==> src/rtl/fetch_buffer.sv <==
// Instruction-fetch buffer: issues one request per cycle and returns instructions to decode in order.
// Optional same-cycle bypass into decode when FETCH_BYPASS_EN is defined.
module fetch_buffer #(
   parameter int unsigned N     = 32,
   parameter int unsigned DEPTH = 2
) (
   input  logic         clk,
   input  logic         reset,
   input  logic [N-1:0] pc_f,
   output logic         imem_req,
   output logic [N-1:0] imem_addr,
   input  logic         imem_ready,
   input  logic         imem_rvalid,
   input  logic [31:0]  imem_rdata,
   output logic [31:0]  instr_d,
   output logic [N-1:0] pc_d,
   output logic         valid_d,
   input  logic         StallD,
   input  logic         FlushD,
   output logic         StallF_buf
);

   localparam int unsigned PW  = $clog2(DEPTH);
   localparam int unsigned CW  = PW + 1;
   localparam int unsigned CW1 = CW + 1;
   localparam logic [31:0] NOP = 32'h0000_0013;

   logic [N-1:0]  r_q_pc    [DEPTH];
   logic [31:0]   r_q_instr [DEPTH];
   logic [N-1:0]  r_pend    [DEPTH];
   logic [PW-1:0] r_wr;
   logic [PW-1:0] r_rd;
   logic [PW-1:0] r_pwr;
   logic [PW-1:0] r_prd;
   logic [CW-1:0] r_inflight;
   logic [CW-1:0] r_occ;
   logic [CW-1:0] r_drop;

   logic          w_credit;
   logic          w_accept;
   logic          w_rsp;
   logic          w_rsp_drop;
   logic          w_rsp_keep;
   logic          w_byp_show;
   logic          w_byp_take;
   logic          w_write;
   logic          w_q_valid;
   logic          w_pop;
   logic [CW-1:0] w_inflight_nxt;

   assign w_credit   = ({1'b0, r_inflight} + {1'b0, r_occ}) < CW1'(DEPTH);
   // Requests are gated by reset so nothing is issued while it is asserted.
   assign imem_req   = w_credit & ~FlushD & reset;
   assign imem_addr  = pc_f;
   assign w_accept   = imem_req & imem_ready;
   assign StallF_buf = ~w_accept;

   // A response with nothing outstanding is a protocol violation and is ignored.
   assign w_rsp      = imem_rvalid & (r_inflight != '0);
   assign w_rsp_drop = w_rsp & (r_drop != '0);
   assign w_rsp_keep = w_rsp & (r_drop == '0);

`ifdef FETCH_BYPASS_EN
   assign w_byp_show = w_rsp_keep & (r_occ == '0);
   assign w_byp_take = w_byp_show & ~StallD & ~FlushD;
`else
   assign w_byp_show = 1'b0;
   assign w_byp_take = 1'b0;
`endif

   assign w_write        = w_rsp_keep & ~w_byp_take;
   assign w_q_valid      = (r_occ != '0);
   assign w_pop          = w_q_valid & ~StallD & ~FlushD;
   assign w_inflight_nxt = r_inflight + CW'(w_accept) - CW'(w_rsp);

   always_comb begin
      valid_d = 1'b0;
      instr_d = NOP;
      pc_d    = '0;
      if (w_q_valid) begin
         valid_d = 1'b1;
         instr_d = r_q_instr[r_rd];
         pc_d    = r_q_pc[r_rd];
      end else if (w_byp_show) begin
         valid_d = 1'b1;
         instr_d = imem_rdata;
         pc_d    = r_pend[r_prd];
      end
   end

   always_ff @(posedge clk or negedge reset) begin
      if (!reset) begin
         r_wr       <= '0;
         r_rd       <= '0;
         r_pwr      <= '0;
         r_prd      <= '0;
         r_inflight <= '0;
         r_occ      <= '0;
         r_drop     <= '0;
      end else begin
         r_inflight <= w_inflight_nxt;
         if (FlushD) begin
            // Everything still outstanding after this cycle must be discarded on return.
            r_occ  <= '0;
            r_drop <= w_inflight_nxt;
            r_wr   <= '0;
            r_rd   <= '0;
         end else begin
            r_occ  <= r_occ + CW'(w_write) - CW'(w_pop);
            r_drop <= r_drop - CW'(w_rsp_drop);
            if (w_write) r_wr <= r_wr + PW'(1);
            if (w_pop)   r_rd <= r_rd + PW'(1);
         end
         if (w_accept) r_pwr <= r_pwr + PW'(1);
         if (w_rsp)    r_prd <= r_prd + PW'(1);
      end
   end

   always_ff @(posedge clk) begin
      if (w_accept) r_pend[r_pwr] <= pc_f;
      if (w_write) begin
         r_q_pc[r_wr]    <= r_pend[r_prd];
         r_q_instr[r_wr] <= imem_rdata;
      end
   end

endmodule

==> config.mk <==
export PLATFORM = sky130hd
export DESIGN_NAME = fetch_buffer
export DESIGN_NICKNAME = d
export VERILOG_FILES = /design/src/rtl/fetch_buffer.sv
export SDC_FILE = /design/constraint.sdc
export NUM_CORES = 1
export LEC_CHECK = 0
export ABC_AREA = 1
export CORE_UTILIZATION = 48
export CTS_BUF_LIST = sky130_fd_sc_hd__clkbuf_4 sky130_fd_sc_hd__clkbuf_8
export CTS_CLUSTER_DIAMETER = 200
export DETAILED_ROUTE_END_ITERATION = 6
export PLACE_DENSITY = 0.9
export SLEW_MARGIN = 20
export SYNTH_ARGS = -nofsm -noshare
export SYNTH_HDL_FRONTEND = slang
export SYNTH_SLANG_ARGS = --single-unit
==> constraint.sdc <==
create_clock -name clk -period 4.1 [get_ports clk]
set_input_delay 0.82 -clock clk [delete_from_list [all_inputs] [get_ports clk]]
set_output_delay 0.82 -clock clk [all_outputs]
set_load 0.01 [all_outputs]
==> results of run 1 <==
## flip-flops by register name, indices dropped and copies added, names as in the netlist, 2 cells and up
name and count:
r_inflight 2, r_drop 2, r_q_instr 64, r_q_pc 64, r_pend 64, r_occ 2
## cell families after synthesis
family                   after synthesis  share of synthesized area [%]
AND/OR/NAND/NOR                      255                           13.0
XOR/XNOR                               6                          0.660
buffers and inverters                 74                           5.70
flip-flops                           202                           75.5
AO/OA/AOI/OAI                         66                           4.27
adder cells (fa/ha/maj)                5                          0.880
## worst max-delay path, cell delays in order (launching register included)
cell and delay, ns:
dfrtp_2 0.41, inv_2 0.45, buf_4 0.42, nand2_1 0.10, a21oi_1 0.18, clkdlybuf4s50_1 0.58
## power by group
group | total, µW | switching (µW) | internal (µW)
logic | 2200 | 1290 | 908
registers | 2750 | 92.9 | 2660
clock network | 1660 | 731 | 927
## metrics by stage
step	hold WS (ns)	cells	util, %	instance area [µm²]	power [µW]
2_1_floorplan	0.504	608	-	7970	3990
3_3_place_gp	0.507	944	60.1	9650	4940
3_5_place_dp	0.519	944	60.1	9650	5020
4_1_cts	0.523	998	63.9	10300	6690
5_1_grt	0.552	998	63.9	10300	6990
6_report	0.528	998	63.9	10300	6610
## how the worst max path moves through the flow
stage	startpoint	to	slack, ns	depth (start not counted)
5_1_grt	r_rd	pc_d[6]	0.50	5
6_report	r_rd	pc_d[6]	0.66	5
3_5_place_dp	FlushD	imem_req	0.88	3
3_3_place_gp	FlushD	imem_req	0.93	3
2_1_floorplan	imem_rvalid	r_q_instr[1][0]	0.90	3
4_1_cts	r_rd	pc_d[6]	0.57	5
## cells in the mapped netlist (3+ instances only)
cell	count	area, µm²
edfxtp_1	192	5770
a21oi_1	63	315
buf_2	18	90.1
ha_1	4	50.1
nand2_1	232	871
nand3_1	5	25.0
xor2_1	4	35.0
nor2_1	8	30.0
inv_2	3	11.3
inv_1	11	41.3
dfrtp_1	10	250
buf_4	39	293
## layout make-up
| type | count | area [µm²] | area share, % |
|---|---|---|---|
| Timing Repair Buffer | 180 | 1780 | 17.4 |
| Tap cell | 216 | 270 | 2.63 |
| Inverter | 14 | 52.6 | 0.512 |
| Sequential cell | 202 | 6020 | 58.6 |
| Clock inverter | 10 | 68.8 | 0.670 |
| Multi-Input combinational cell | 332 | 1530 | 14.9 |
| Clock buffer | 44 | 549 | 5.35 |
## per-layer routing
| metal | vias up | routed length [µm] |
|---|---|---|
| met3 | 40 | 1030 |
| li1 | 2364 | - |
| met5 | - | 0 |
| met1 | 2428 | 6260 |
| met2 | 183 | 8670 |
| met4 | 0 | 537 |
==> flow_summary_export.csv, run 1 <==
group,metric,value,unit
synth,mappedNetlistArea,7970,µm²
worst_hold_path,min_to,"r_q_pc[0][5]",
place,dp_hpwl,10100,µm
floorplanning,top_level_ports,169,
global_routing,track_usage,19.3,%
timing,slew_headroom,44.8,%
timing,fin_crit_sh,83.9,%
timing,finalSetupViolCount,0,
global_routing,grt_max_degree,65,
synth,ys_seq_area_share,75.5,%
routing,detail_route.first_pass.iterations,5,
finish,fillCellCount,1157,
cts,clockRootBuffer,"clkbuf_8",
cts,ctsResizeCount,0,
run_status,status,"finished clean",
timing,tightest_slew,0.826,ns
finish,drive_gt1_share,9.85,%
floorplanning,fp.coreArea,16100,µm²
worst_hold_path,worstHoldStart,"r_pend[0][5]",
global_routing,met3_usage,4.36,%
synth,synth-seq-cells,202,
global_routing,antenna_found_initial,0,
global_routing,grtUsageMet2,34.7,%
global_routing,grt_overflow,0,
global_routing,globalRoute.busiestLayer,"met2",
cts,cts_max_path_buffers,3,
critical_path,worstSetupPathType,"flop to primary output",
routing,routed_via_density,5.03,
critical_path,reg2reg_depth,9,
timing,post-route-min-period,3.44,ns
synth,yosys.cell_types.count,28,
cts,postCtsSetupBuffers,0,
timing,fmax,291,MHz
critical_path,timing.rr.start,"r_occ[1]",
floorplanning,dieArea,17100,µm²
worst_hold_path,min_path_type,"flop to flop",
finish,final_common_cell,"nand2_1",
cts,cts_tree,"built",
routing,wl_per_cell,16.5,µm
power_and_ir_drop,power.density,644,nW/µm²
synth,synth_nets,683,
timing,final.setup.tns,0,ns
flow_run,cap_violations,0,
routing,drc,0,
place,place_congestion,0.784,
floorplanning,die_x,131,µm
synth,synth_edf_count,192,
timing,drv_slew,0,
power_and_ir_drop,p_leak,0.00375,µW
place,io_buffer_count,168,
routing,wl,16500,µm
timing,hold_violations,0,
synth,ys.flop_type,"edfxtp_1",
critical_path,required,3.28,ns
floorplanning,fp-row-count,46,
timing,rsz0062_at_grt,"false",
floorplanning,die_h,131,µm
synth,netlist_instances,608,
critical_path,r2r_slack,1.65,ns
cts,cts_buffers,34,
cts,ctsHoldBuffers,0,
finish,syn_to_final_growth,28.9,%
global_routing,grt_pass1_wl,24700,µm
global_routing,grt_pass1_vias,4924,
synth,avgSynthCellArea,13.1,µm²
cts,clkTransAtPathRegs,0.06,ns
synth,ys.warnings.count,0,
critical_path,r2r_end,"r_occ[0]",
worst_hold_path,min_path_cells,2,
critical_path,cp_max_fo,32,
cts,clock_latency,0.49,ns
finish,diodes,0,
routing,ant_nets,0,
critical_path,crit_arrival,2.62,ns
timing,clock_skew,0.0142,ns
finish,final_cell_mix,"232 x nand2_1, 192 x edfxtp_1, 168 x clkdlybuf4s50_1, 63 x a21oi_1, 35 x clkbuf_8",
critical_path,crit_path_end_kind,"primary output",
finish,layout.nets,839,
floorplanning,start_util,49.6,%
global_routing,met1_usage,21.5,%
power_and_ir_drop,peakVddDrop,0.313,mV
synth,synthArstFlopShare,4.95,%
routing,vias,5015,
routing,first_iter_violations,199,
place,place_ws,0.878,ns
cts,cts_sinks,202,
critical_path,worst_setup_path_start_kind,"flop",
timing,worst_slack,0.660,ns
cts,htree_num_levels,2,
No activity file was read; power rests on OpenSTA's default activity.
==> run 2, diff against run 1 <==
- clock period: 4.1 -> 3.1 ns (I/O delays scaled with it)
==> run 2 against run 1 <==
Setup slack worse by 0.53 ns. Wire length is 0.39% higher. Sequential power is 33% higher. Total power grew 32%. Non-clock buffer count is 1 higher. Clock power increased by 31%. Via count about the same.
==> flow_summary_export.csv, run 2 (synthesis results as in run 1) <==
group,metric,value,unit
cts,clockRootBuffer,"clkbuf_8",
place,io_buffer_count,168,
finish,syn_to_final_growth,29.5,%
critical_path,crit_cells,5,
global_routing,track_usage,19.5,%
routing,vias,5017,
critical_path,reg2reg_depth,14,
routing,wl,16600,µm
place,place_ws,0.291,ns
finish,drive_gt1_share,10.4,%
critical_path,r2r_slack,0.66,ns
routing,routed_via_density,5.01,
timing,finalSetupViolCount,0,
routing,ant_nets,0,
finish,largestRegisters,"r_pend: 64 flops, r_q_instr: 64 flops, r_q_pc: 64 flops",
power_and_ir_drop,power.density,848,nW/µm²
timing,fin_crit_sh,95.8,%
timing,clock_skew,0.0188,ns
critical_path,startpoint,"r_rd",
timing,worst_slack,0.132,ns
global_routing,antenna_found_initial,0,
critical_path,cpPeakStageDelay,0.60,ns
critical_path,crit_arrival,2.35,ns
cts,cts_buffers,34,
cts,ctsHoldBuffers,0,
floorplanning,start_util,49.6,%
floorplanning,fp.coreArea,16100,µm²
place,placed_cell_area,9680,µm²
timing,tightest_slew,0.630,ns
timing,post-route-min-period,2.97,ns
critical_path,cp_max_fo,40,
finish,final_area,10300,µm²
floorplanning,dieArea,17100,µm²
global_routing,grt_pass1_wl,24700,µm
cts,htree_num_levels,2,
power_and_ir_drop,p_sw,2810,µW
routing,first_iter_violations,288,
finish,layout.nets,840,
routing,drc,0,
cts,clock_latency,0.50,ns
timing,hold_violations,0,
finish,diodes,0,
cts,cts_max_path_buffers,3,
run_status,status,"finished clean",
power_and_ir_drop,peakVddDrop,0.411,mV
routing,detail_route.first_pass.iterations,5,
finish,utilization,64.2,%
timing,slew_headroom,57.9,%
critical_path,crit_family,"buffers and inverters",
timing,drv_slew,0,
timing,rsz0062_at_grt,"false",
timing,fmax,337,MHz
global_routing,grt_pass1_vias,4931,
critical_path,crit_path_end_kind,"primary output",
flow_run,cap_violations,0,
critical_path,required,2.48,ns
place,place_congestion,0.773,
routing,wl_per_cell,16.5,µm
power_and_ir_drop,p_seq_share,41.9,%
cts,cts_sinks,202,
power_and_ir_drop,p_int,5940,µW
global_routing,grt_max_degree,66,
cts,clkTransAtPathRegs,0.06,ns
power_and_ir_drop,p_leak,0.00379,µW
worst_hold_path,min_path_type,"input port to async pin",
floorplanning,top_level_ports,169,
timing,final.setup.tns,0,ns
place,dp_hpwl,10400,µm
floorplanning,die_h,131,µm
critical_path,r2r_end,"r_drop[1]",
power_and_ir_drop,swShare,32.1,%
finish,final_cell_mix,"232 x nand2_1, 192 x edfxtp_1, 166 x clkdlybuf4s50_1, 63 x a21oi_1, 36 x clkbuf_8",
critical_path,timing.rr.start,"r_occ[0]",
critical_path,worstSetupPathType,"flop to primary output",
critical_path,crit_buf_inv,3,
finish,final_common_cell,"nand2_1",
critical_path,worstPathCellList,"inv_2 -> buf_12 -> nand2_1 -> a21oi_1 -> clkdlybuf4s50_1",
global_routing,grt_overflow,0,
floorplanning,fp-row-count,46,
floorplanning,die_x,131,µm
critical_path,slowest_stage,"dfrtp_4",
cts,cts_tree,"built",
power_and_ir_drop,p_comb_share,33.3,%
power_and_ir_drop,clock_power_share,24.8,%
critical_path,worst_setup_path_start_kind,"flop",
==> run 2: worst max-delay path by stage <==
stage                              end  slack, ns
after floorplan           r_pend[0][0]      -0.03
after global placement        imem_req       0.32
after detailed placement      imem_req       0.29
after CTS                   StallF_buf     0.0002
after global routing        instr_d[3]       0.02
final                         pc_d[15]       0.13
==> run 2: worst reg2reg max path, cell delays in order, from the launching register on <==
cell	delay, ns
dfrtp_1	0.43
nand2_1	0.09
inv_1	0.05
fa_1	0.52
nor2_2	0.19
nand3_4	0.16
nand2_4	0.10
nand2_1	0.06
ha_1	0.19
xnor2_1	0.23
inv_1	0.08
nand2_2	0.07
nand2_2	0.05
nand2_1	0.05
nand2_1	0.07
==> run 2: area by class of cell <==
cell class | count | area, µm²
Inverter | 14 | 52.6
Fill cell | 1136 | 5740
Clock buffer | 48 | 586
Multi-Input combinational cell | 332 | 1530
Sequential cell | 202 | 6020
Clock inverter | 8 | 36.3
Timing Repair Buffer | 181 | 1830
Tap cell | 216 | 270
==> run 2: stage by stage <==
stage | hold slack [ns] | cells | power [µW]
after floorplan | 0.324 | 608 | 5270
after global placement | 0.507 | 945 | 6520
after detailed placement | 0.521 | 945 | 6660
after CTS | 0.452 | 1001 | 8860
after global routing | 0.467 | 1001 | 9250
final | 0.469 | 1001 | 8750
==> run 2: layer usage <==
| metal | up-vias | track usage (%) | wire length (µm) |
|---|---|---|---|
| met5 | - | 0 | 0 |
| met4 | 0 | 10.3 | 563 |
| met3 | 50 | 4.72 | 1050 |
| met2 | 178 | 34.6 | 8700 |
| met1 | 2407 | 21.6 | 6240 |
| li1 | 2382 | - | - |
==> run 2: power by group through the flow <==
stage	sequential (µW)	combinational (µW)	clock, µW
after floorplan	3670	1600	0
after global placement	3700	2830	0
final	3670	2910	2170
after CTS	3670	2950	2230
after global routing	3700	3200	2360
after detailed placement	3720	2940	0
==> run 2: repair_timing <==
| action | in CTS | in global routing |
|---|---|---|
| resized for setup | 0 | 4 |
| setup buffers | 0 | 0 |
| endpoints found under the setup margin | 0 | 22 |
==> run 3, diff against run 2 <==
- HOLD_SLACK_MARGIN: default -> 0.1
==> results of run 3 <==
Final layout, timing and power as in run 2 (identical DEF).
